## src/rtl/cm0_wic_pkg.sv

```systemverilog
// Shared definitions for the Cortex-M0 wake-up interrupt controller.
// State encoding and the fixed meaning of the low wake-line indices.
package cm0_wic_pkg;

   typedef enum logic [1:0] {
      WIC_IDLE  = 2'b00,
      WIC_ARMED = 2'b01,
      WIC_WAKE  = 2'b10
   } wic_state_e;

   localparam int WIC_NMI      = 0;
   localparam int WIC_RXEV     = 1;
   localparam int WIC_IRQ_BASE = 2;

endpackage

```

## src/rtl/cm0_wic_sync.sv

```systemverilog
// Per-bit multi-flop synchroniser for the asynchronous wake lines.
// chain[0] captures the raw input; chain[STAGES-1] is the synchronised output.
module cm0_wic_sync #(
   parameter int WIDTH  = 34,
   parameter int STAGES = 2
) (
   input  logic             hclk,
   input  logic             hreset_n,
   input  logic [WIDTH-1:0] d,
   output logic [WIDTH-1:0] q
);

   logic [STAGES-1:0][WIDTH-1:0] chain;

   always_ff @(posedge hclk or negedge hreset_n) begin
      if (!hreset_n) chain <= '0;
      else           chain <= {chain[STAGES-2:0], d};
   end

   assign q = chain[STAGES-1];

endmodule

```

## src/rtl/cm0_wic_ctrl.sv

```systemverilog
// Wake-up interrupt controller: mask register, pending capture and the
// PMU arm/wake handshake. Outputs decode straight from the state register.
module cm0_wic_ctrl
   import cm0_wic_pkg::*;
#(
   parameter int WICLINES    = 34,
   parameter int SYNC_STAGES = 2,
   parameter int EDGE        = 0
) (
   input  logic                hclk,
   input  logic                hreset_n,
   input  logic                wic_load_i,
   input  logic                wic_clear_i,
   input  logic [WICLINES-1:0] wic_mask_i,
   input  logic [WICLINES-1:0] int_i,
   input  logic                wic_en_req_i,
   output logic                wic_en_ack_o,
   output logic                wakeup_o,
   output logic [WICLINES-1:0] pend_o,
   input  logic [WICLINES-1:0] pend_clr_i,
   output logic [WICLINES-1:0] mask_o
);

   wic_state_e          state, state_nxt;
   logic [WICLINES-1:0] sync_q, prev, mask, pend, det, set;
   logic                active;

   cm0_wic_sync #(.WIDTH(WICLINES), .STAGES(SYNC_STAGES)) u_sync (
      .hclk     (hclk),
      .hreset_n (hreset_n),
      .d        (int_i),
      .q        (sync_q)
   );

   assign active = (state != WIC_IDLE);
   assign det    = (EDGE != 0) ? (sync_q & ~prev) : sync_q;
   assign set    = active ? (mask & det) : '0;

   always_ff @(posedge hclk or negedge hreset_n) begin
      if (!hreset_n) begin
         state <= WIC_IDLE;
         prev  <= '0;
         mask  <= '0;
         pend  <= '0;
      end else begin
         state <= state_nxt;
         prev  <= sync_q;
         // Mask is frozen once armed; clear beats load.
         if (!active && wic_clear_i)  mask <= '0;
         else if (!active && wic_load_i) mask <= wic_mask_i;
         if (!active && wic_clear_i)  pend <= '0;
         else                         pend <= (pend & ~pend_clr_i) | set;
      end
   end

   always_comb begin
      state_nxt = state;
      case (state)
         WIC_IDLE:  if (wic_en_req_i && (mask != '0)) state_nxt = WIC_ARMED;
         WIC_ARMED: begin
            if (!wic_en_req_i)              state_nxt = WIC_IDLE;
            else if ((pend | set) != '0)    state_nxt = WIC_WAKE;
         end
         WIC_WAKE:  if (!wic_en_req_i) state_nxt = WIC_IDLE;
         default:   state_nxt = WIC_IDLE;
      endcase
   end

   assign wic_en_ack_o = (state == WIC_ARMED) || (state == WIC_WAKE);
   assign wakeup_o     = (state == WIC_WAKE);
   assign pend_o       = pend;
   assign mask_o       = mask;

endmodule
```

## config.mk

```make
export PLATFORM = sky130hd
export DESIGN_NAME = cm0_wic_ctrl
export DESIGN_NICKNAME = d
export VERILOG_FILES = /design/src/rtl/cm0_wic_pkg.sv /design/src/rtl/cm0_wic_sync.sv /design/src/rtl/cm0_wic_ctrl.sv
export SDC_FILE = /design/constraint.sdc
export NUM_CORES = 1
export LEC_CHECK = 0
export CAP_MARGIN = 15
export CORE_ASPECT_RATIO = 1.25
export CORE_MARGIN = 3
export CORE_UTILIZATION = 45
export DETAILED_ROUTE_END_ITERATION = 10
export GPL_ROUTABILITY_DRIVEN = 0
export PLACE_DENSITY_LB_ADDON = 0.2
export SYNTH_ARGS = -nofsm -noshare
export SYNTH_HDL_FRONTEND = slang
export SYNTH_SLANG_ARGS = --single-unit
```

## constraint.sdc

```tcl
create_clock -name hclk -period 2.2 [get_ports hclk]
set_input_delay 0.22 -clock hclk [delete_from_list [all_inputs] [get_ports hclk]]
set_output_delay 0.22 -clock hclk [all_outputs]
set_load 0.05 [all_outputs]
```

After elaboration in Yosys (flattened, before gate mapping)
Cells that the tools add are included.
{ "totals": {"ff_bits": 138, "latchBits": 0, "ram_bits": 0, "mem_bits_ro": 0, "input_bits": 107, "out_inout_bits": 70, "word_cells": 35, "memories": 0} }
{ "op_classes": {"addsub": 0, "n_mul": 0, "n_div": 0, "order_cmp": 0, "eq_ne": 5, "n_shift": 0, "mux": 9, "bitwise": 5, "reduce_logical": 11} }
{ "op_table": {"columns": ["op", "n"], "rows": [
  ["$mux W34", 4],
  ["$and A34 B34 Y34", 2],
  ["$or A34 B34 Y34", 2],
  ["$reduce_bool A34 Y1", 2],
  ["$not A34 Y34", 1],
  ["$mux W2", 4],
  ["$pmux W2 S3", 1],
  ["$ne A2 B2 Y1 const B", 2],
  ["$reduce_bool A2 Y1", 2],
  ["$logic_and A1 B1 Y1", 3],
  ["$ne A3 B3 Y1 const B", 1],
  ["$reduce_and A3 Y1", 1],
  ["$eq A2 B1 Y1 const B", 1],
  ["$eq A2 B2 Y1 const B", 1],
  ["$logic_not A2 Y1", 1],
  ["$logic_not A1 Y1", 1],
  ["$logic_or A1 B1 Y1", 1]
]} }

Logic depth before layout (Yosys ltp)
Gate-level depths: netlist of run 1.
{ "logic_depth": {"ltp_word": 7, "mapped_depth": 8, "mapped_depth_nobuf": 8} }

Modules after synthesis
A second synthesis of run 1 with hierarchy kept.
{ "hier_totals": {"hier_cells": 421, "area_unflattened_um2": 5066.1} }
{ "by_module_without_submodules": {"columns": ["mod", "n_inst", "cells_each", "area_per_inst_um2"], "rows": [
  ["cm0_wic_ctrl", 1, 319, 3109.2],
  ["cm0_wic_sync", 1, 102, 1956.9]
]} }

Least setup slack after synthesis of run 1
Ideal clock, no wire load.
{ "synth_path": {"path_type": "register to register", "from": "reg pend[26] (netlist: pend_o[26])", "to": "reg state[0]", "setup_time_ps": 125, "arrival_time_ps": 1681, "required_time_ps": 2075, "setup_slack_ps": 394, "stages_incl_launch_ff": 6, "path_buffers": 0, "period_less_slack_ps": 1806, "path_cell_list": "dfrtp_1 -> nor4_2 -> nand4_1 -> nor4_2 -> a21oi_2 -> mux2_4"} }
{ "synth_via": {"elab_chain_len": 4} }
{ "synth_lines": {"columns": ["element", "line", "source"], "rows": [
  ["start: declaration", "cm0_wic_ctrl.sv:25", "logic [WICLINES-1:0] sync_q, prev, mask, pend, det, set;"],
  ["start signal: assignment", "cm0_wic_ctrl.sv:52", "else pend <= (pend & ~pend_clr_i) | set;"],
  ["$or A34 B34 Y34", "cm0_wic_ctrl.sv:62", "else if ((pend | set) != '0) state_nxt = WIC_WAKE;"],
  ["$reduce_bool A34 Y1", "cm0_wic_ctrl.sv:62", null],
  ["$ne A3 B3 Y1 (no source line)", null, null],
  ["$reduce_and A3 Y1 (no source line)", null, null],
  ["end signal: assignment", "cm0_wic_ctrl.sv:46", "state <= state_nxt;"],
  ["end: declaration", "cm0_wic_ctrl.sv:24", "wic_state_e state, state_nxt;"]
]} }
Every way passes these cells.
A chain may end at the register's enable or synchronous reset.

Worst setup path after layout of run 1
{ "layout_path": {"from": "reg state[0]", "to": "out wic_en_ack_o"} }
{ "layout_via": {"elab_chain_len": 2, "elab_cells_between_ends": 3} }
{ "layout_lines": {"columns": ["element", "line", "source"], "rows": [
  ["$eq A2 B1 Y1 / $eq A2 B2 Y1 (equally long branches)", "cm0_wic_ctrl.sv:69", "assign wic_en_ack_o = (state == WIC_ARMED) || (state == WIC_WAKE);"],
  ["$logic_or A1 B1 Y1 *", "cm0_wic_ctrl.sv:69", null],
  ["end: declaration", "cm0_wic_ctrl.sv:17", "output logic wic_en_ack_o,"]
]} }
Mark *: on every way between the ends. The rest lies on a longest branch, timed or not.

==> run metrics, run 1 <==
outcome=finished, final reports clean; Num CTS Buffers=17; FF-to-FF Start=mask_o[32]; nets=747; Fillers=854; First DRT Iteration DRCs=173; Max FO, Critical Path=3; Yosys warnings=0; post-synthesis sequential area ratio=0.6576; slowest stage delay, CP=0.55 ns; largest net degree at the start of global routing=62; residual DRC count=0; post-synthesis register bit count=138; final hold violations=0; port bufs=176; routed length per instance=18.66 um; first-pass GRT wire length=22.80 mm; fin crit period=1.962 ns; CP Capture Type=primary output; Critical path origin=state[0]; setup_tns=0 ns; initial core utilization=0.4670; final instance area=7777 um^2; Crit path max-delay family=buffers and inverters; skew final=0.004455 ns; Avg Cell Area, Syn=11.67 um^2; Worst EP arrival=1.74 ns; final critical-path share of the clock period=0.8919; Setup Buffers After CTS=0; Clock transition at path regs=0.06 ns; # rows=43; clk_lat worst skew=0.41 ns; CP required=1.98 ns; Synth Flop Type=dfrtp_1; worst slew pin tran=0.5783 ns; Final Max Tran Viols=0; Antenna Nets Post-Route=0; Area Growth Syn to Fin=48.11%; Stages on worst setup path=3; share of cells above drive strength 1=0.08166; Lkg Pwr=3.260 nW; root buffer cell=clkbuf_16; ant diodes=0; Gate Count Post-Synth=450; antenna violations before repair=0; total gr overflow=0; TritonCTS clock tree=yes; Peak Freq=0.5096 GHz; Vias/cell=5.304; Clock Path Buffers=2; I/O Pins=177; Final setup viols=0; top post-synthesis cells by area=dfrtp_1, nand2_1, o21bai_1; vias in the first global route=4464; worst path buffer plus inverter count=2; hold path start=int_i[11]; Post-DP Area=7203 um^2; Vert. Die Dim=126.8 um; startpoint types=flip-flop; RSZ-0062 raised after global routing=no; 1st-pass router iterations=5; Routed WL=14.63 mm; Detail Placement HPWL=10.77 mm; CP Cell Sequence=inv_1 -> ha_2 -> dlygate4sd2_1; Synth Cell Area=5251 um^2; Yosys cell types=27; FFs w/ async S/R, synth=1.000; die area=13010 um^2; PD cells=1486 nW/um^2; Vias=4158; H-tree levels=4; Hold Crit Class=in2reg; gr usage total=0.2334; core area=11240 um^2; Net Count, Synth=561; crit path kind=reg2out; die width=102.6 um; number of synthesized flops with an enable pin=0; Hold Path Depth=1; Clock Sinks=138; Critical-path top delay cell=dlygate4sd2_1; Max-Cap Viols=0; Reg2Reg Depth=5; maximum vdd drop=0.8261 mV; top-area cell type share of the netlist area=0.6576; Synth area leader=dfrtp_1; Relative slew margins=0.6144
per-stage QoR:
| step | power [mW] | worst slack (ns) | util | cells | hold slack (ns) |
|---|---|---|---|---|---|
| 2_1_floorplan | 6.934 | 0.3942 | - | 450 | -0.07559 |
| 3_5_place_dp | 8.949 | 0.2928 | 0.6406 | 751 | 0.2253 |
| 6_report | 11.56 | 0.2378 | 0.6917 | 784 | 0.2411 |
| 5_1_grt | 12.12 | 0.1670 | 0.6917 | 784 | 0.2270 |
| 4_1_cts | 11.65 | 0.03409 | 0.6914 | 784 | 0.2296 |
| 3_3_place_gp | 8.856 | 0.3594 | 0.6406 | 751 | 0.2177 |
power by group:
part	internal (mW)	switching [mW]
clock	1.59	1.08
sequential	3.12	0.560
combinational	1.87	3.33
logic make-up (layout without fill, tap and decap cells):
logic type | count (synthesis) | after routing | synth area share
AND/OR/NAND/NOR | 144 | 144 | 0.1465
flip-flops | 138 | 138 | 0.6576
AO/OA/AOI/OAI | 122 | 122 | 0.1506
buffers and inverters | 39 | 238 | 0.02907
adder cells (fa/ha/maj) | 4 | 4 | 0.009531
multiplexers | 3 | 3 | 0.006671
timing repair:
action | CTS | global route
gates resized for setup | 1 | 1
hold buffers | 1 | 0
endpoints found under the hold margin | 58 | 0
endpoints found under the setup margin | 1 | 1
worst reg2reg max path, cell delays in order, from the launching register on:
cell and delay [ns]:
dfrtp_1 0.41, nor4_1 0.50, nand4_1 0.20, o31ai_2 0.31, a21oi_2 0.09, mux2_4 0.31
Yosys cell counts (6+ instances only):
library cell    n
dfrtp_1       138
nand2_1        74
a21oi_1        52
o21bai_1       35
nand2b_1       31
inv_1          18
a2bb2oi_1      16
o22ai_1        16
clkbuf_1       15
nor4_1         11
and4_1          6
sequential cells by signal, indices dropped and copies added (netlist names):
signal and count:
pend_o 34, state 2, u_sync.chain 34, u_sync.q 34
mask_o 34
final timing paths:
check	to	slack (ns)
setup / recovery	wic_en_ack_o	0.24
hold / removal	u_sync.chain[11]	0.24
setup reg to reg	state[0]	0.27
hold reg to reg	u_sync.q[5]	0.35
max in group asynchronous	u_sync.chain[13]	1.15
min in group asynchronous	u_sync.q[2]	0.32
area by class of cell:
type / count / area, um^2 / area share
Clock buffer: 20 / 446.7 / 0.05743
Clock inverter: 12 / 116.4 / 0.01496
Inverter: 18 / 67.56 / 0.008687
Multi-Input combinational cell: 273 / 1648 / 0.2119
Sequential cell: 138 / 3453 / 0.4440
Tap cell: 135 / 168.9 / 0.02172
Timing Repair Buffer: 188 / 1877 / 0.2413
layout by cell type (no fill, tap or decap), types with 9 or more instances in the layout:
cell,n
clkdlybuf4s50_1,172
dfrtp_1,138
nand2_1,74
a21oi_1,52
o21bai_1,35
nand2b_1,31
inv_1,18
clkbuf_16,17
a2bb2oi_1,16
o22ai_1,16
nor4_1,11
buf_4,9
metal layers:
| metal | vias up | routed length (um) | part of all wire | global-route usage |
|---|---|---|---|---|
| li1 | 1926 | - | - | - |
| met1 | 2047 | 5439 | 0.37 | 0.2749 |
| met2 | 159 | 7911 | 0.54 | 0.4084 |
| met3 | 26 | 930 | 0.064 | 0.05171 |
| met4 | 0 | 348 | 0.024 | 0.09035 |
| met5 | - | 0 | 0 | 0 |
Power figures use the tool's default switching activity.
==> run 2, diff against run 1 <==
--- a/config.mk
+++ b/config.mk
@@ -11,6 +11,7 @@
 export CORE_UTILIZATION = 45
 export DETAILED_ROUTE_END_ITERATION = 10
 export GPL_ROUTABILITY_DRIVEN = 0
+export HOLD_SLACK_MARGIN = 0.03
 export PLACE_DENSITY_LB_ADDON = 0.2
 export SYNTH_ARGS = -nofsm -noshare
 export SYNTH_HDL_FRONTEND = slang
==> results of run 2 <==
Final layout, timing and power as in run 1 (identical DEF).
